`config.mk`:
```
export PLATFORM = sky130hd
export DESIGN_NAME = muldiv_sequencer
export DESIGN_NICKNAME = d
export VERILOG_FILES = /design/src/rtl/muldiv_pkg.sv /design/src/rtl/muldiv_step.sv /design/src/rtl/muldiv_sequencer.sv
export SDC_FILE = /design/constraint.sdc
export NUM_CORES = 1
export LEC_CHECK = 0
export CORE_UTILIZATION = 45
export CTS_CLUSTER_DIAMETER = 150
export DETAILED_ROUTE_END_ITERATION = 7
export DONT_BUFFER_PORTS = 1
export SYNTH_ARGS = -nofsm -noshare
export SYNTH_HDL_FRONTEND = slang
export SYNTH_HIERARCHICAL = 1
export SYNTH_SLANG_ARGS = --single-unit
```
`constraint.sdc`:
```
create_clock -name clk -period 4.8 [get_ports clk]
set_clock_uncertainty 0.15 [all_clocks]
set_input_delay 0.48 -clock clk [delete_from_list [all_inputs] [get_ports clk]]
set_output_delay 0.48 -clock clk [all_outputs]
set_load 0.02 [all_outputs]
```
`src/rtl/muldiv_pkg.sv`:
```
`default_nettype none
// ============================================================================
// Module   : muldiv_pkg
// Purpose  : Shared encodings for the iterative multiply/divide engine.
//            The op encodings are also used by the main control unit.
// Contents : op_e     - MULT/DIV/DIVM operation codes
//            state_e  - sequencer FSM states
//            ITERS    - number of iteration cycles per operation
// Revision : 1.0 - initial release
// ============================================================================
package muldiv_pkg;

   localparam int ITERS = 32;

   typedef enum logic [1:0] {
      OP_NONE = 2'b00,
      OP_MULT = 2'b01,
      OP_DIV  = 2'b10,
      OP_DIVM = 2'b11
   } op_e;

   typedef enum logic [2:0] {
      ST_IDLE   = 3'd0,
      ST_LOAD   = 3'd1,
      ST_ITER   = 3'd2,
      ST_FINISH = 3'd3,
      ST_DIVZ   = 3'd4
   } state_e;

endpackage
`default_nettype wire

```
`src/rtl/muldiv_step.sv`:
```
`default_nettype none
// ============================================================================
// Module   : muldiv_step
// Purpose  : One combinational iteration of the multiply/divide engine.
//            MULT      : Booth radix-2 step followed by an arithmetic right
//                        shift of {acc, Q, q(-1)}.
//            DIV/DIVM  : one restoring-division step on unsigned magnitudes;
//                        acc holds the partial remainder, Q the dividend
//                        bits shifting out and quotient bits shifting in.
// Ports    : op_i            operation selecting the step kind
//            acc_i / acc_o   accumulator / partial remainder
//            q_i   / q_o     multiplier / dividend-quotient register
//            qm1_i / qm1_o   Booth q(-1) bit (cleared for division)
//            m_i             multiplicand (MULT) or divisor magnitude (DIV)
// Revision : 1.0 - initial release
// ============================================================================
module muldiv_step
   import muldiv_pkg::*;
#(
   parameter int WIDTH = 32
) (
   input  op_e              op_i,
   input  logic [WIDTH-1:0] acc_i,
   input  logic [WIDTH-1:0] q_i,
   input  logic             qm1_i,
   input  logic [WIDTH-1:0] m_i,
   output logic [WIDTH-1:0] acc_o,
   output logic [WIDTH-1:0] q_o,
   output logic             qm1_o
);

   // One extra bit on the Booth sum so that acc - (most negative M) does
   // not overflow before the shift brings it back into range.
   logic [WIDTH:0] acc_ext;
   logic [WIDTH:0] m_ext;
   logic [WIDTH:0] booth_sum;
   logic [WIDTH:0] rem_shift;
   logic [WIDTH:0] rem_diff;

   always_comb begin
      acc_ext   = {acc_i[WIDTH-1], acc_i};
      m_ext     = {m_i[WIDTH-1], m_i};
      booth_sum = acc_ext;
      rem_shift = {acc_i, q_i[WIDTH-1]};
      rem_diff  = rem_shift - {1'b0, m_i};
      acc_o     = acc_i;
      q_o       = q_i;
      qm1_o     = qm1_i;

      if (op_i == OP_MULT) begin
         case ({q_i[0], qm1_i})
            2'b01:   booth_sum = acc_ext + m_ext;
            2'b10:   booth_sum = acc_ext - m_ext;
            default: booth_sum = acc_ext;
         endcase
         acc_o = booth_sum[WIDTH:1];
         q_o   = {booth_sum[0], q_i[WIDTH-1:1]};
         qm1_o = q_i[0];
      end else begin
         // A clear sign bit on the trial difference means the divisor fits.
         if (!rem_diff[WIDTH]) begin
            acc_o = rem_diff[WIDTH-1:0];
            q_o   = {q_i[WIDTH-2:0], 1'b1};
         end else begin
            acc_o = rem_shift[WIDTH-1:0];
            q_o   = {q_i[WIDTH-2:0], 1'b0};
         end
         qm1_o = 1'b0;
      end
   end

endmodule
`default_nettype wire

```
`src/rtl/muldiv_sequencer.sv`:
```
`default_nettype none
// ============================================================================
// Module   : muldiv_sequencer
// Purpose  : Iterative signed multiply / divide engine with its own FSM.
//            IDLE -> LOAD -> ITER (ITERS cycles) -> FINISH -> IDLE, or
//            IDLE -> LOAD -> DIVZ -> IDLE for a zero divisor.
// Ports    : clk, reset_in          clock, synchronous active-high reset
//            start, op              one-cycle request and operation code
//            src_a, src_b           multiplicand/dividend, multiplier/divisor
//            busy                   operation in progress
//            done, div_zero         completion pulse, divide-by-zero pulse
//            hi_out, lo_out         result words (remainder / quotient)
//            hi_w, lo_w             HI/LO register write-enable pulses
// Revision : 1.0 - initial release
// ============================================================================
module muldiv_sequencer #(
   parameter int WIDTH = 32,
   parameter int ITERS = WIDTH
) (
   input  logic             clk,
   input  logic             reset_in,
   input  logic             start,
   input  logic [1:0]       op,
   input  logic [WIDTH-1:0] src_a,
   input  logic [WIDTH-1:0] src_b,
   output logic             busy,
   output logic             done,
   output logic             div_zero,
   output logic [WIDTH-1:0] hi_out,
   output logic [WIDTH-1:0] lo_out,
   output logic             hi_w,
   output logic             lo_w
);

   import muldiv_pkg::*;

   localparam int CNT_W = $clog2(ITERS);

   state_e             state_q, state_d;
   op_e                op_q;
   logic [WIDTH-1:0]   a_q, b_q;
   logic [WIDTH-1:0]   acc_q, q_q, m_q;
   logic               qm1_q;
   logic               qneg_q, rneg_q;
   logic [CNT_W-1:0]   cnt_q;
   logic [WIDTH-1:0]   hi_q, lo_q;

   logic [WIDTH-1:0]   a_mag, b_mag;
   logic [WIDTH-1:0]   step_acc, step_q;
   logic               step_qm1;
   logic [WIDTH-1:0]   res_hi, res_lo;
   logic               start_ok;

   // 0x80000000 maps to itself, which is the correct unsigned magnitude.
   assign a_mag    = a_q[WIDTH-1] ? -a_q : a_q;
   assign b_mag    = b_q[WIDTH-1] ? -b_q : b_q;
   assign start_ok = start && (op != 2'(OP_NONE));

   // Division results carry their signs only at the end; the iteration
   // works on magnitudes. Remainder follows the dividend's sign.
   assign res_hi = (op_q == OP_MULT) ? acc_q : (rneg_q ? -acc_q : acc_q);
   assign res_lo = (op_q == OP_MULT) ? q_q   : (qneg_q ? -q_q   : q_q);

   muldiv_step #(
      .WIDTH (WIDTH)
   ) u_step (
      .op_i  (op_q),
      .acc_i (acc_q),
      .q_i   (q_q),
      .qm1_i (qm1_q),
      .m_i   (m_q),
      .acc_o (step_acc),
      .q_o   (step_q),
      .qm1_o (step_qm1)
   );

   always_ff @(posedge clk) begin
      if (reset_in) begin
         state_q <= ST_IDLE;
         op_q    <= OP_NONE;
         a_q     <= '0;
         b_q     <= '0;
         acc_q   <= '0;
         q_q     <= '0;
         m_q     <= '0;
         qm1_q   <= 1'b0;
         qneg_q  <= 1'b0;
         rneg_q  <= 1'b0;
         cnt_q   <= '0;
         hi_q    <= '0;
         lo_q    <= '0;
      end else begin
         state_q <= state_d;
         case (state_q)
            ST_IDLE: begin
               if (start_ok) begin
                  op_q <= op_e'(op);
                  a_q  <= src_a;
                  b_q  <= src_b;
               end
            end
            ST_LOAD: begin
               acc_q <= '0;
               qm1_q <= 1'b0;
               cnt_q <= '0;
               if (op_q == OP_MULT) begin
                  q_q <= b_q;
                  m_q <= a_q;
               end else begin
                  q_q    <= a_mag;
                  m_q    <= b_mag;
                  qneg_q <= a_q[WIDTH-1] ^ b_q[WIDTH-1];
                  rneg_q <= a_q[WIDTH-1];
               end
            end
            ST_ITER: begin
               acc_q <= step_acc;
               q_q   <= step_q;
               qm1_q <= step_qm1;
               cnt_q <= cnt_q + CNT_W'(1);
            end
            ST_FINISH: begin
               hi_q <= res_hi;
               lo_q <= res_lo;
            end
            default: ;
         endcase
      end
   end

   always_comb begin
      state_d  = state_q;
      busy     = (state_q != ST_IDLE);
      done     = 1'b0;
      div_zero = 1'b0;
      hi_w     = 1'b0;
      lo_w     = 1'b0;
      // Results are presented during FINISH so they coincide with done.
      hi_out   = hi_q;
      lo_out   = lo_q;

      case (state_q)
         ST_IDLE: begin
            if (start_ok) state_d = ST_LOAD;
         end
         ST_LOAD: begin
            if ((op_q != OP_MULT) && (b_q == '0)) state_d = ST_DIVZ;
            else                                  state_d = ST_ITER;
         end
         ST_ITER: begin
            if (cnt_q == CNT_W'(ITERS-1)) state_d = ST_FINISH;
         end
         ST_FINISH: begin
            state_d = ST_IDLE;
            done    = 1'b1;
            hi_w    = 1'b1;
            lo_w    = 1'b1;
            hi_out  = res_hi;
            lo_out  = res_lo;
         end
         ST_DIVZ: begin
            state_d  = ST_IDLE;
            done     = 1'b1;
            div_zero = 1'b1;
         end
         default: state_d = ST_IDLE;
      endcase
   end

endmodule
`default_nettype wire

```
* Yosys cells after proc, flatten, opt, wreduce, memory -nomap -nowiden
Cells that the tools add are included.
Cells by class: add/subtract/negate cells 8, eq/ne operators 12, mux-type cells 27, bitwise operators 2, reduce and logical (&&, ||, !) cells 12
Operators by type and width (count):
- 2-to-1 mux 32 bit | 13
- negator 32 bit | 4
- one-hot mux 32 bit (2 select lines) | 2
- one-hot mux 33 bit (2 select lines) | 1
- adder 32 x 32 -> 33 bit | 1
- subtractor 32 x 32 -> 33 bit | 1
- subtractor 33 x 32 -> 33 bit | 1
- zero test 32 bit | 1
- one-hot mux 5 bit (2 select lines) | 1
- 2-to-1 mux 3 bit | 3
- one-hot mux 3 bit (3 select lines) | 1
- AND reduction 2 bit | 4
- == test 3 x 2 -> 1 bit (second input constant) | 2
- adder 5 x 1 -> 5 bit (second input constant) | 1
- == test 5 bit (second input constant) | 1
- 2-to-1 mux 1 bit | 5
- == test 2 x 1 -> 1 bit (second input constant) | 2
- != test 2 bit (second input constant) | 2
- != test 4 x 2 -> 1 bit (second input constant) | 1
- nonzero test 2 bit | 2
- == test 3 x 1 -> 1 bit (second input constant) | 1
- == test 3 bit (second input constant) | 1
- zero test 3 bit | 1
- nonzero test 3 bit | 1
- 7 further kinds | 8
Word-level totals: register bits 237

* Logic depth before layout (Yosys ltp)
Gate-level depths: netlist of the first run.
depth after elaboration 4, gate-level depth with buffers 22

* Modules after synthesis
Netlist of the first run, hierarchy kept.
By module, submodules not included:
- muldiv_sequencer | instances 1, cells an instance 1580, area each 12201.7 um^2
- muldiv_step | instances 1, cells an instance 928, area each 5808.1 um^2

* Worst setup path after synthesis of the first run
No wires, ideal clock.
kind reg-to-reg, start point register m_q[3], end point register acc_q[31], library setup time 128 ps, data arrival time 4646 ps, data required time 4522 ps, path slack -123 ps, cell stages (with the launch flop) 23, period minus slack after synthesis 4923 ps, path through dfxtp_1 -> or4_1 -> nor2_1 -> nand2_1 -> nor4_2 -> and4_1 -> nand4_1 -> nor3_2 -> nor2_1 -> xnor2_1 -> ha_1 -> clkbuf_1 -> a41oi_1 -> a31oi_1 -> a2111oi_0 -> nand2_1 -> o21a_1 -> o211a_1 -> a311o_1 -> xnor2_1 -> a2bb2oi_1 -> a22oi_1 -> nor2_1
Between the ends: cells in the longest elaborated chain, start to end 4, elaborated cells between the ends (all ways) 7, those cells by class add/sub: 3; mux: 4
Ends and longest elaborated chain:
- start, declared | line muldiv_sequencer.sv:42 | logic [WIDTH-1:0] acc_q, q_q, m_q;
- start signal, assigned | line muldiv_sequencer.sv:108 | m_q <= a_q;
- start signal, assigned | line muldiv_sequencer.sv:111 | m_q <= b_mag;
- subtractor 32 x 32 -> 33 bit (tied with other cells) | line muldiv_step.sv:53 | 2'b10: booth_sum = acc_ext - m_ext;
- one-hot mux 33 bit (2 select lines) / 2-to-1 mux 32 bit (equally long branches) | line muldiv_step.sv:51, muldiv_step.sv:61
- 2-to-1 mux 32 bit * | line muldiv_step.sv:50 | if (op_i == OP_MULT) begin
- via step_acc[31] | line muldiv_sequencer.sv:49 | logic [WIDTH-1:0] step_acc, step_q;
- one-hot mux 32 bit (2 select lines) * | line muldiv_sequencer.sv:94 | case (state_q)
- end signal, assigned | line muldiv_sequencer.sv:117 | acc_q <= step_acc;
- end, declared | line muldiv_sequencer.sv:42
The timed path passes the listed nets; every way through them passes the cells marked *. A chain may end at the register's enable or synchronous reset.

* Worst setup path after layout of the first run
Ends and elaborated chain as after synthesis.

==> flow_results.org, run 1 <==
** Outcome
- The run finished with clean final reports.

** Floorplan
- FP Rows :: 72
- The floorplan step defined a die boundary enclosing 40830 µm².
- Pin placement for this block handled 138 I/O pins.
- Die Wd :: 202.1 µm
- Die outline height :: 202.1 µm
- In this run the standard cell core region covers 39100 µm².
- For this configuration, the core starts out at a cell density of 46.06%.

** Synth
- Synth cell count leaders :: 380 x sky130_fd_sc_hd__nand2_1, 258 x sky130_fd_sc_hd__nor2_1, 237 x sky130_fd_sc_hd__dfxtp_1, 205 x sky130_fd_sc_hd__a21oi_1, 143 x sky130_fd_sc_hd__clkbuf_1
- sky130_fd_sc_hd__nand2_1 is the most common cell in the netlist.
- Fraction of the mapped netlist area in simple logic gates :: 26.52%
- After synthesis, the netlist uses 89 different library cells.
- Leading post-synthesis cells by cell area :: sky130_fd_sc_hd__dfxtp_1 26%, sky130_fd_sc_hd__nand2_1 7.9%, sky130_fd_sc_hd__a21oi_1 5.7%, sky130_fd_sc_hd__xnor2_1 5.5%, sky130_fd_sc_hd__nor2_1 5.4%
- The share of synthesized area in the top cell type comes to 26.34%.
- Post-synthesis mux area share :: 1.195%
- Proportion of synthesized flip-flops having asynchronous set or reset :: 0%
- Adder-cell area share of the yosys netlist :: 5.224%
- Sequential element share of the synthesized area :: 26.34%
- Avg Synthesized Cell Area :: 7.181 µm²
- Of the total synthesized cell area, the portion taken by XOR and XNOR cells is 7.781%.
- Post-synthesis instance total :: 2508
- Combined area of all synthesized cells :: 18010 µm²
- Compound-gate portion of the synthesized area :: 27.94%
- Post-synth top area cell :: sky130_fd_sc_hd__dfxtp_1
- In this run, synthesis inferred 0 flip-flops with an integrated enable.
- After synthesis the netlist holds a flip-flop and latch count of 237.
- The most used flip-flop cell after synthesis is sky130_fd_sc_hd__dfxtp_1.
- The number of nets in the synthesized netlist is 2651.
- Yosys Warn Count :: 6
- After synthesis, the largest family of logic cells by area is compound AO/OA/AOI/OAI gates.

** Route
- Avg Vias per Cell :: 6.249
- Number of iterations in the first detailed-routing pass :: 6
- Final antenna-violating net count :: 0
- Post-route DRC :: 0
- For this block, the routed nets add up to 66650 µm of wire.
- Vias after detailed routing :: 19250
- The first routing iteration left 1943 violations.
- DR WL/cell :: 21.64 µm

** Global routing
- The number of antenna violations at the first check in global routing came to 1.
- For this run the aggregate overflow at the end of global routing stands at 0.
- Pin count of the biggest net entering global routing :: 204
- The first global-routing pass estimated 102600 µm of wire.
- Vias in the first global route :: 17720
- Global routing used 31.64% of the available tracks.

** Clocking
- Insertion delay to the later sink of the worst-skew pair :: 0.57 ns
- Clock Root Buffer :: sky130_fd_sc_hd__clkbuf_16
- TritonCTS clock tree :: built
- In this run the number of H-tree levels came out at 1.
- Counting every sink on the clock net gives 237.
- The longest clock path from root to sink contains 3 buffers.
- TritonCTS created 27 clock buffers.
- Clock input transition at the sequential cells of the worst setup and hold paths :: 0.07 ns

** STA
- The routed design could run at a clock period as short as 4.760 ns.
- The worst pin sits at a relative slew slack of 11.77%.
- Adding up every negative setup slack in the final design gives 0 ns.
- Hold Violations, Final :: 0
- Dividing the final minimum period by the clock period gives 99.17%.
- Setup repair after global routing could not meet its margin everywhere.
- Fin Hold WS :: 0.1691 ns
- The number of pins exceeding their max-slew limit in the final report came to 0.
- For the pin with the worst max-slew slack, the measured transition is 1.319 ns.
- Setup violations remaining at the end of the flow were counted as 0.
- Fmax :: 210.1 MHz

** Power
- VDD sags by at most 0.2809 mV.
- In this run the power density over the cells is 458.3 nW/µm².
- In this run the static leakage power is 8.089 nW.

** Setup path
- The critical path is of the reg2reg type.
- At the worst endpoint, the required time is 5.08 ns.
- The worst setup path is launched from a register.
- The setup check on the worst reg-to-reg path leaves a slack of 0.04 ns.
- For the worst setup path, the data arrival time is 5.04 ns.
- STA classifies the critical path endpoint as a register.
- Of all nets on the critical path, the largest fanout is 3.

** Place
- The count of buffers added on input and output ports is 0.
- After detailed placement, the design holds a cell count of 2960.
- Once detailed placement completed, the half-perimeter wirelength came to 47860 µm.
- RD Place Congestion :: 0.9866

** Layout
- After the last flow step, the layout net total stands at 2685.
- After the flow finishes, the layout carries non-filler instances totaling 3080.
- Fill cells in the final layout number 3829.
- Layout cell share with drive strength beyond 1 :: 8.434%
- Area overhead of the layout relative to synthesis :: 14.86%

** Job
- The tool flagged a number of max-cap violations equal to 0.

** Hold path
- The path class of the tightest hold or removal check is in2reg.
-- sequential cells by signal, indices dropped and copies added (netlist names) --
| signal | cells |
|---|---|
| rneg_q | 1 |
| qneg_q | 1 |
| cnt_q | 5 |
| op_q | 2 |
| b_q | 32 |
| lo_q | 32 |
| q_q | 32 |
| hi_q | 32 |
| qm1_q | 1 |
| acc_q | 32 |
| state_q | 3 |
| m_q | 32 |
| a_q | 32 |
-- cells in the final DEF (no fill, tap or decap), types with 68 or more instances in the layout --
| cell | netlist | routed |
|---|---|---|
| sky130_fd_sc_hd__a21oi_1 | 205 | 205 |
| sky130_fd_sc_hd__nand2_1 | 380 | 379 |
| sky130_fd_sc_hd__xnor2_1 | 114 | 113 |
| sky130_fd_sc_hd__buf_4 | 3 | 100 |
| sky130_fd_sc_hd__ha_1 | 72 | 72 |
| sky130_fd_sc_hd__inv_1 | 68 | 68 |
| sky130_fd_sc_hd__nor3_1 | 90 | 88 |
| sky130_fd_sc_hd__dfxtp_1 | 237 | 236 |
| sky130_fd_sc_hd__o21ai_0 | 122 | 122 |
| sky130_fd_sc_hd__nor2_1 | 258 | 254 |
-- where the power goes --
group | internal (mW) | switching [mW]
Clock | 1.48 | 0.896
Sequential | 2.06 | 0.161
Combinational | 1.94 | 2.95
-- layer usage --
| layer | wire length [µm] | GRT usage [%] | vias to the layer above | part of all wire, % |
|---|---|---|---|---|
| li1 | - | - | 9152 | - |
| met1 | 28670 | 42.00 | 9103 | 43 |
| met2 | 29620 | 49.44 | 808 | 44 |
| met3 | 4685 | 4.370 | 183 | 7.0 |
| met4 | 3678 | 17.26 | 0 | 5.5 |
| met5 | 0 | 0 | - | 0 |
-- worst max-delay path, stage by stage (launching register included) --
cell and delay (ns):
sky130_fd_sc_hd__dfxtp_2 0.32, sky130_fd_sc_hd__or4_4 0.55, sky130_fd_sc_hd__nor2_4 0.12, sky130_fd_sc_hd__nand2_2 0.08, sky130_fd_sc_hd__nor4_4 0.15, sky130_fd_sc_hd__and4_1 0.25, sky130_fd_sc_hd__nand4_1 0.16, sky130_fd_sc_hd__nor3_2 0.25
sky130_fd_sc_hd__nor2_1 0.09, sky130_fd_sc_hd__xnor2_1 0.14, sky130_fd_sc_hd__ha_1 0.34, sky130_fd_sc_hd__a41oi_2 0.24, sky130_fd_sc_hd__a31oi_4 0.13, sky130_fd_sc_hd__a2111oi_4 0.36, sky130_fd_sc_hd__nand2_1 0.08, sky130_fd_sc_hd__o21a_1 0.21
sky130_fd_sc_hd__o211a_1 0.23, sky130_fd_sc_hd__a311o_1 0.30, sky130_fd_sc_hd__xnor2_1 0.14, sky130_fd_sc_hd__a2bb2oi_1 0.08, sky130_fd_sc_hd__a22oi_1 0.18, sky130_fd_sc_hd__nor2_1 0.07
-- cell type report --
type	count	area [µm²]	share of cell area (%)
antenna	1	2.502	0.01210
clock buffer	33	748.2	3.617
clock inverter	15	264.0	1.276
inverter	69	259.0	1.252
multi-input combinational	2036	12550	60.66
sequential	237	4746	22.94
tap	518	648.1	3.133
timing repair buffer	171	1470	7.107
-- worst paths after layout --
kind              cells after the start                     end            startpoint
setup reg to reg                     21  acc_q[31]$_SDFFE_PP0P_   m_q[3]$_SDFFE_PP0P_
hold reg to reg                       2    a_q[31]$_SDFFE_PP0P_  a_q[31]$_SDFFE_PP0P_
hold / removal                        3    m_q[20]$_SDFFE_PP0P_              reset_in
setup / recovery                     21  acc_q[31]$_SDFFE_PP0P_   m_q[3]$_SDFFE_PP0P_
-- through the flow --
step / power [mW] / instance area, µm² / utilization, % / setup WS (ns)
after floorplan: 5.512 / 18020 / - / 0.004063
after global placement: 6.813 / 18810 / 48.12 / -0.001435
after detailed placement: 6.831 / 18810 / 48.12 / -0.08777
after CTS: 9.295 / 20530 / 52.50 / 0.05924
after global routing: 9.978 / 20690 / 52.91 / -0.1841
final: 9.481 / 20690 / 52.91 / 0.03967
-- kinds of logic (layout without fill, tap and decap cells) --
group,Yosys count,in the layout
AOI/OAI and AO/OA,754,754
and+or+nand+nor,1027,1027
buffers and inverters,235,288
DFF,237,237
other,0,1
xor gates and xnor gates,160,160
muxes,21,21
adders and majority gates,74,74
-- what timing repair did --
item | in CTS | in global routing
gates resized for setup | 1 | 24
hold endpoints to repair | 203 | 0
pin swaps | 1 | 17
endpoints found under the setup margin | 2 | 7
hold buffers | 68 | 0
buffers inserted | 0 | 3
Note: power is estimated with default switching activity, not from simulation.
==> inputs of run 2 (changes only) <==
Settings changed: CORE_ASPECT_RATIO set to 1.1, CTS_BUF_LIST set to sky130_fd_sc_hd__clkbuf_8, MAX_ROUTING_LAYER set to met4.
==> run 2 against run 1 <==
  * Cell count up 0.23%
  * Non-clock buffer count down 9
  * The run now ends with DRC left
  * Combinational power down 2%
==> flow_results.org, run 2 (synthesis results as in run 1) <==
** Outcome
- Outcome :: complete, but fails checks
- The checks that failed: DRC.

** Floorplan
- Starting utilization of the core area :: 45.86% (-0.21 points)
- Die Wd :: 192.7 µm (-4.6%)
- The die outline height came to 211.8 µm (+4.8%).
- I/O pin count :: 138 (unchanged)
- Total core area :: 39270 µm² (+0.45%)
- FP Rows :: 76 (+5.6%)
- DIE AREA :: 40830 µm² (about the same)

** Setup path
- Broken down by cell family, the worst path's largest delay share belongs to compound AO/OA/AOI/OAI gates.
- The sum of buffers and inverters on the critical path came to 3 (+3).
- Register-to-Register Setup Slack :: 0.007 ns (-0.03 ns)
- Capturing element type of the critical path :: register
- Highest fanout seen on the critical path :: 7 (+4)
- STA classifies the critical path startpoint as a register.
- The setup path with the least slack is of type reg2reg.
- The largest stage delay on the critical path was 0.49 ns (-0.06 ns).
- Worst Path Arrival :: 5.14 ns (+0.10 ns)
- The worst endpoint required time was 5.14 ns (+0.06 ns).
- Worst path slowest cell :: sky130_fd_sc_hd__or3b_2
- The critical path goes through buf_4 > inv_1 > ha_1 > or3b_2 > nor3_2 > nand4_1 > nor2_2 > nor2_1 > xnor2_1 > ha_1 > buf_4 > nand3_1 > a31oi_2 > a2111oi_2 > nand2_1 > o21a_1 > o211a_1 > a311o_1 > xnor2_2 > a2bb2oi_2 > a22oi_2 > nor2_1.

** Global routing
- Pin count of the biggest net entering global routing :: 206 (+0.98%)
- Initial antenna violation count :: 0 (-1)
- The via count of the first global-routing pass is 18260 (+3.0%).
- The global-route congestion overflow total is 0 (unchanged).
- Global router's overall resource usage :: 33.22% (+1.6 points)
- Global route hottest layer :: met2
- GRT met1 Usage :: 40.69% (-1.3 points)
- The routing usage on met3 is 4.062% (-0.31 points).
- The wire length of the first global-routing pass is 102900 µm (+0.24%).
- The global-route met2 utilization came to 51.33% (+1.9 points).

** Route
- The DRC violation total after the first TritonRoute iteration is 1746 (-10%).
- WL final :: 66380 µm (-0.40%)
- Vias after detailed routing :: 19200 (-0.22%)
- Number of iterations in the first detailed-routing pass :: 8 (+2)
- DR WL/cell :: 21.50 µm (-0.63%)
- Final antenna-violating net count :: 0 (unchanged)
- The via count normalized by instance count came to 6.221 (-0.45%).
- The number of DRC violations after detailed routing came to 2 (+2).

** Clocking
- Clock input transition at the sequential cells of the worst setup and hold paths :: 0.06 ns (about the same)
- Number of sinks on the clock net :: 237 (unchanged)
- TritonCTS Buffers :: 43 (+59%)
- TritonCTS built the clock tree.
- The insertion delay to the later sink of the worst-skew pair was 0.64 ns (+0.07 ns).
- The tree is rooted in a sky130_fd_sc_hd__clkbuf_8.
- The largest buffer count on any clock path came to 3 (unchanged).
- The total number of H-tree levels came to 2 (+1).

** Place
- The routability congestion estimate is 0.9947 (+0.82%).
- The setup slack at placement was -0.09418 ns (-0.006406 ns).
- Half-perimeter wire length after detailed placement :: 48210 µm (+0.72%)
- Placed insts :: 2942 (-0.61%)
- The count of input and output buffers was 0 (unchanged).
- Post-DP Area :: 18770 µm² (-0.26%)

** Layout
- Layout cell share with drive strength beyond 1 :: 8.721% (+0.29 points)
- Area taken by multi-input logic gates :: 12530 µm² (-0.13%)
- The finished layout cell area came to 20460 µm² (-1.1%).
- Register area :: 4745 µm² (about the same)
- In the layout the commonest cells are 379 x sky130_fd_sc_hd__nand2_1, 254 x sky130_fd_sc_hd__nor2_1, 237 x sky130_fd_sc_hd__dfxtp_1.
- Core utilization of the finished layout :: 52.11% (-0.80 points)
- From synthesis to final layout, the design area changed by 13.63%.
- The number of antenna cells inserted came to 0 (-1).
- Number of standard cells in the layout, taps in and fillers out :: 3087 (+0.23%)
- The filler cell count in the final layout came to 3881 (+1.4%).
- The post-layout net count is 2692 (+0.26%).
- Most common cell after layout, fill and taps aside :: sky130_fd_sc_hd__nand2_1

** Power
- Leak :: 8.056 nW (-0.40%)
- Power consumption :: 9.044 mW (-4.6%)
- Pwr dens :: 442.0 nW/µm² (-3.6%)
- The maximum vdd drop came to 0.3015 mV (+7.3%).

** STA
- The final hold slack was 0.08976 ns (-0.07931 ns).
- The final hold violation count was 0 (unchanged).
- The fraction of the cycle the final worst path needs came to 99.86% (+0.68 points).
- Unrepaired setup endpoints after global routing :: true
- Setup_tns :: 0 ns (unchanged)
- The count of endpoints failing setup in the final report is 0 (unchanged).
- Fmax :: 208.6 MHz (-0.68%)
- Final worst slack :: 0.006871 ns (-0.03279 ns)
- The number of pins exceeding their max-slew limit in the final report is 0 (unchanged).
- The shortest clock period the worst path allows after layout came to 4.793 ns (+0.03279 ns).
- The relative slew slack came to 13.88% (+2.1 points).
- Actual slew at the worst max-slew pin :: 1.289 ns (-0.02973 ns)

** Hold path
- Type of the tightest min-delay check :: in2reg

** Job
- Max-capacitance violation count :: 0 (unchanged)
-- run 2: changes by cell type in the layout (fill, tap and decap cells not counted), sizes merged --
cell,previous run,this run
diode,1,0
bufinv,7,2
dlygate4sd3,67,66
inv,70,86
clkbuf,33,51
buf,104,96
clkinvlp,1,0
-- run 2: path summary, 6_finish.rpt --
kind,from,depth (start not counted),to
max,m_q[1]$_SDFFE_PP0P_,22,acc_q[31]$_SDFFE_PP0P_
min,reset_in,3,m_q[20]$_SDFFE_PP0P_
min reg2reg,cnt_q[3]$_SDFFE_PP0P_,2,cnt_q[3]$_SDFFE_PP0P_
max reg2reg,m_q[1]$_SDFFE_PP0P_,22,acc_q[31]$_SDFFE_PP0P_
-- run 2: layer usage --
metal | vias to the layer above | share of wire (%) | wire length, µm
met3 | 184 | 5.6 | 3708
met2 | 742 | 45 | 30010
met5 | - | 0 | 0
li1 | 9179 | - | -
met1 | 9098 | 42 | 27890
met4 | 0 | 7.2 | 4772
-- run 2: cell type report --
| cell class | instances | area share (%) |
|---|---|---|
| Clock inverter | 25 | 0.8560 |
| Multi-Input combinational cell | 2036 | 61.24 |
| Inverter | 69 | 1.266 |
| Clock buffer | 51 | 3.430 |
| Timing Repair Buffer | 162 | 6.927 |
| Sequential cell | 237 | 23.18 |
| Tap cell | 507 | 3.100 |
-- run 2: worst reg2reg max path: stages, from the launching register on --
cell                        delay, ns
sky130_fd_sc_hd__dfxtp_1         0.31
sky130_fd_sc_hd__buf_4           0.15
sky130_fd_sc_hd__inv_1           0.09
sky130_fd_sc_hd__ha_1            0.20
sky130_fd_sc_hd__or3b_2          0.49
sky130_fd_sc_hd__nor3_2          0.13
sky130_fd_sc_hd__nand4_1         0.19
sky130_fd_sc_hd__nor2_2          0.22
sky130_fd_sc_hd__nor2_1          0.07
sky130_fd_sc_hd__xnor2_1         0.15
sky130_fd_sc_hd__ha_1            0.32
sky130_fd_sc_hd__buf_4           0.17
sky130_fd_sc_hd__nand3_1         0.10
sky130_fd_sc_hd__a31oi_2         0.12
sky130_fd_sc_hd__a2111oi_2       0.41
sky130_fd_sc_hd__nand2_1         0.09
sky130_fd_sc_hd__o21a_1          0.23
sky130_fd_sc_hd__o211a_1         0.23
sky130_fd_sc_hd__a311o_1         0.37
sky130_fd_sc_hd__xnor2_2         0.19
sky130_fd_sc_hd__a2bb2oi_2       0.08
sky130_fd_sc_hd__a22oi_2         0.15
sky130_fd_sc_hd__nor2_1          0.05
-- run 2: what timing repair did --
item / in CTS / in global routing
endpoints found under the hold margin: 205 / 0
gates resized for setup: 1 / 23
hold buffers: 67 / 0
pin swaps: 1 / 21
endpoints found under the setup margin: 3 / 8
setup buffers: 0 / 2
-- run 2: power breakdown --
group | switching, mW | internal (mW) | total, mW
clock network | 0.932 | 1.08 | 2.01
registers | 0.170 | 2.06 | 2.23
logic | 2.90 | 1.91 | 4.80
==> inputs of run 3 (changes only) <==
Settings changed: PLACE_DENSITY_LB_ADDON set to 0.3.
==> run 3 against run 2 <==
  * The flow still finishes with violations (DRC)
  * First-iteration DRC count increased by 10%
  * Cell count barely moved
  * Hold slack about the same
  * Critical endpoint is now acc_q[27]$_SDFFE_PP0P_
==> flow_results.org, run 3 (synthesis results as in run 1) <==
** Place
- The routability congestion estimate came to 1.002 (+0.76%).
- The count of input and output buffers is 0 (unchanged).
- The detailed placer's ending HPWL is 48510 µm (+0.61%).
- Placed insts :: 2948 (+0.20%)

** Floorplan
- Total core area :: 39270 µm² (unchanged)
- The number of rows in the core area came to 76 (unchanged).
- The initial standard-cell utilization of the core came to 45.86% (unchanged).
- Die outline height :: 211.8 µm (unchanged)
- The area of the die was 40830 µm² (unchanged).
- The width of the die is 192.7 µm (unchanged).
- I/O pin count :: 138 (unchanged)

** Setup path
- Critical path's largest stage delay :: 0.55 ns (+0.06 ns)
- Register-to-Register Setup Slack :: 0.05 ns (+0.04 ns)
- The worst endpoint required time is 5.11 ns (-0.03 ns).
- Traced cell by cell, the critical path runs through or4_4 > nor2_4 > nand2_2 > nor4_4 > and4_1 > nand4_1 > nor3_2 > nor2_1 > xnor2_1 > ha_1 > a41oi_2 > a31oi_4 > a2111oi_4 > nand2_1 > o21a_1 > a21o_1 > buf_4 > xnor2_2 > o211ai_1 > a21boi_1 > a22oi_1 > nor2_1.
- Bufs and invs on worst path :: 1 (-2)
- The top fanout value on the critical path was 3 (-4).
- Kind of cell with the highest combined delay on the critical path :: simple AND/OR/NAND/NOR gates
- In this design, the critical path's most frequently occurring cell is sky130_fd_sc_hd__nor2_1.
- The cell count of the worst reg-to-reg path is 22 (unchanged).
- On the critical path, the stage with the largest delay is an instance of sky130_fd_sc_hd__or4_4.
- The worst register-to-register path begins at m_q[2]$_SDFFE_PP0P_.
- The worst setup path is launched from a register.
- The worst setup path is captured at a register.
- Endpoint of the most critical register-to-register path :: acc_q[27]$_SDFFE_PP0P_
- The worst setup path is of the reg2reg kind.
- Worst Path Arrival :: 5.06 ns (-0.08 ns)

** Global routing
- Wire length of the first global-routing pass :: 102000 µm (-0.83%)
- The via count of the first global-routing pass is 17980 (-1.5%).
- Overflow left after global routing :: 0 (unchanged)
- The pin count of the biggest net entering global routing was 205 (-0.49%).
- Global router's overall resource usage :: 33.05% (-0.17 points)
- Initial antenna violation count :: 0 (unchanged)

** Clocking
- TritonCTS clock tree :: built
- The number of clock buffers inserted by TritonCTS was 44 (+2.3%).
- CTS H-tree lvls :: 2 (unchanged)
- The clock transition time at the flip-flop clock pins of the worst setup and hold paths was 0.07 ns (about the same).
- Insertion delay to the later sink of the worst-skew pair :: 0.62 ns (-0.02 ns)
- The cell sitting at the root of the clock tree is a sky130_fd_sc_hd__clkbuf_8.
- The largest buffer count on any clock path was 3 (unchanged).
- Number of sinks on the clock net :: 237 (unchanged)

** Layout
- Top library cells by usage in the layout, fill and taps aside :: 378 x sky130_fd_sc_hd__nand2_1, 255 x sky130_fd_sc_hd__nor2_1, 237 x sky130_fd_sc_hd__dfxtp_1
- Area overhead of the layout relative to synthesis :: 14.16%
- Layout cell share with drive strength beyond 1 :: 8.943% (+0.22 points)
- Number of standard cells in the layout, taps in and fillers out :: 3090 (+0.097%)
- Ant diodes :: 0 (unchanged)
- Leaving out fill and tap cells, the most frequent cell in the layout is sky130_fd_sc_hd__nand2_1.
- Net count reported at finish :: 2699 (+0.26%)

** Power
- The logic gate share of total power was 52.8% (-0.3 points).
- Switching power share of the total :: 43.46% (-0.76 points)
- The power per standard cell area is 451.7 nW/µm² (+2.2%).
- The internal cell power is 5.250 mW (+4.1%).
- Proportion of power drawn by the clock network :: 23.3% (+1.0 points)
- Leak :: 8.099 nW (+0.53%)
- The maximum vdd drop came to 0.2721 mV (-9.7%).
- The sequential fraction of design power is 23.9% (-0.7 points).
- Sw Pwr :: 4.036 mW (+0.90%)

** STA
- Slew Limit Fails :: 0 (unchanged)
- The top achievable clock speed is 210.4 MHz (+0.86%).
- The fraction of the cycle the final worst path needs was 99.00% (-0.85 points).
- The shortest clock period the worst path allows after layout came to 4.752 ns (-0.04094 ns).
- The count of endpoints failing setup in the final report was 0 (unchanged).
- The final hold violation count was 0 (unchanged).
- Actual slew at the worst max-slew pin :: 1.297 ns (+0.008111 ns)
- Unrepaired setup endpoints after global routing :: true
- Worst slew margin :: 13.33% (-0.54 points)
- The final hold slack came to 0.09020 ns (+0.0004420 ns).

** Route
- WL final :: 66500 µm (+0.17%)
- The DRC violation total after the first TritonRoute iteration was 1925 (+10%).
- The number of nets with antenna violations after detailed routing was 0 (unchanged).
- Vias after detailed routing :: 19280 (+0.42%)
- DR WL/cell :: 21.52 µm (about the same)
- Number of iterations in the first detailed-routing pass :: 8 (unchanged)
- The number of DRC violations after detailed routing was 2 (unchanged).
- Avg Vias per Cell :: 6.240 (+0.32%)

** Outcome
- The flow ran to the end, but the final reports show violations.
- Violated checks :: DRC

** Hold path
- The hold path depth is 3 (unchanged).
- For hold timing, the worst endpoint is m_q[20]$_SDFFE_PP0P_.
- The worst hold path begins at reset_in.
- Type of the tightest min-delay check :: in2reg

** Job
- Max-capacitance violation count :: 0 (unchanged)
[run 3: cell types whose count changed in the layout (fill, tap and decap cells not counted), sizes merged]
cell / before / now
clkinv: 6 / 3
buf: 96 / 102
clkbuf: 51 / 53
bufinv: 2 / 5
inv: 86 / 81
[run 3: tightest hold or removal path, stage by stage]
cell and delay [ns]:
sky130_fd_sc_hd__nor2_1 0.15, sky130_fd_sc_hd__nand2_1 0.11, sky130_fd_sc_hd__o21ai_0 0.07
[run 3: per-layer routing]
metal | up-vias | share of wire (%) | track usage (%)
met5 | - | 0 | -
met4 | 0 | 5.1 | 16.37
met3 | 153 | 6.9 | 4.741
met2 | 824 | 47 | 52.63
met1 | 9127 | 41 | 40.61
li1 | 9179 | - | -
[run 3: power by group through the flow]
| stage | clock network [mW] | logic [mW] | registers, mW |
|---|---|---|---|
| after floorplan | 0 | 3.30 | 2.21 |
| after global placement | 0 | 4.63 | 2.26 |
| after detailed placement | 0 | 4.63 | 2.26 |
| after CTS | 2.20 | 4.74 | 2.22 |
| after global routing | 2.29 | 5.27 | 2.23 |
| final | 2.16 | 4.90 | 2.22 |
[run 3: cell type report]
type / instances / area [µm²]
Clock buffer: 53 / 729.5
Timing Repair Buffer: 168 / 1446
Inverter: 69 / 259.0
Clock inverter: 20 / 215.2
Sequential cell: 237 / 4745
Tap cell: 507 / 634.4
Multi-Input combinational cell: 2036 / 12530
Fill cell: 3820 / 18710
[run 3: worst max-delay path by stage]
stage	startpoint	endpoint	slack [ns]	depth (start not counted)
floorplan	m_q[3]$_SDFFE_PP0P_	acc_q[31]$_SDFFE_PP0P_	0.004	22
global placement	m_q[3]$_SDFFE_PP0P_	acc_q[29]$_SDFFE_PP0P_	-0.08	22
detailed placement	m_q[3]$_SDFFE_PP0P_	acc_q[29]$_SDFFE_PP0P_	-0.1	22
CTS	m_q[3]$_SDFFE_PP0P_	acc_q[27]$_SDFFE_PP0P_	0.002	23
global route	m_q[3]$_SDFFE_PP0P_	acc_q[27]$_SDFFE_PP0P_	-0.17	22
finish	m_q[2]$_SDFFE_PP0P_	acc_q[27]$_SDFFE_PP0P_	0.05	22
[run 3: what timing repair did]
action,CTS,global route
endpoints found under the hold margin,204,0
hold buffers,67,0
endpoints found under the setup margin,3,10
gates resized for setup,1,22
buffers inserted,0,2
pin swaps,1,15
[run 3: per-stage QoR]
step / instance area [µm²] / TNS, ns / util [%] / power (mW) / worst slack [ns]
2_1_floorplan: 18020 / 0 / - / 5.512 / 0.004063
3_3_place_gp: 18800 / -0.1482 / 47.87 / 6.886 / -0.07580
3_5_place_dp: 18800 / -0.1815 / 47.87 / 6.888 / -0.09628
4_1_cts: 20430 / 0 / 52.03 / 9.152 / 0.002217
5_1_grt: 20560 / -0.6914 / 52.35 / 9.793 / -0.1668
6_report: 20560 / 0 / 52.35 / 9.286 / 0.04782
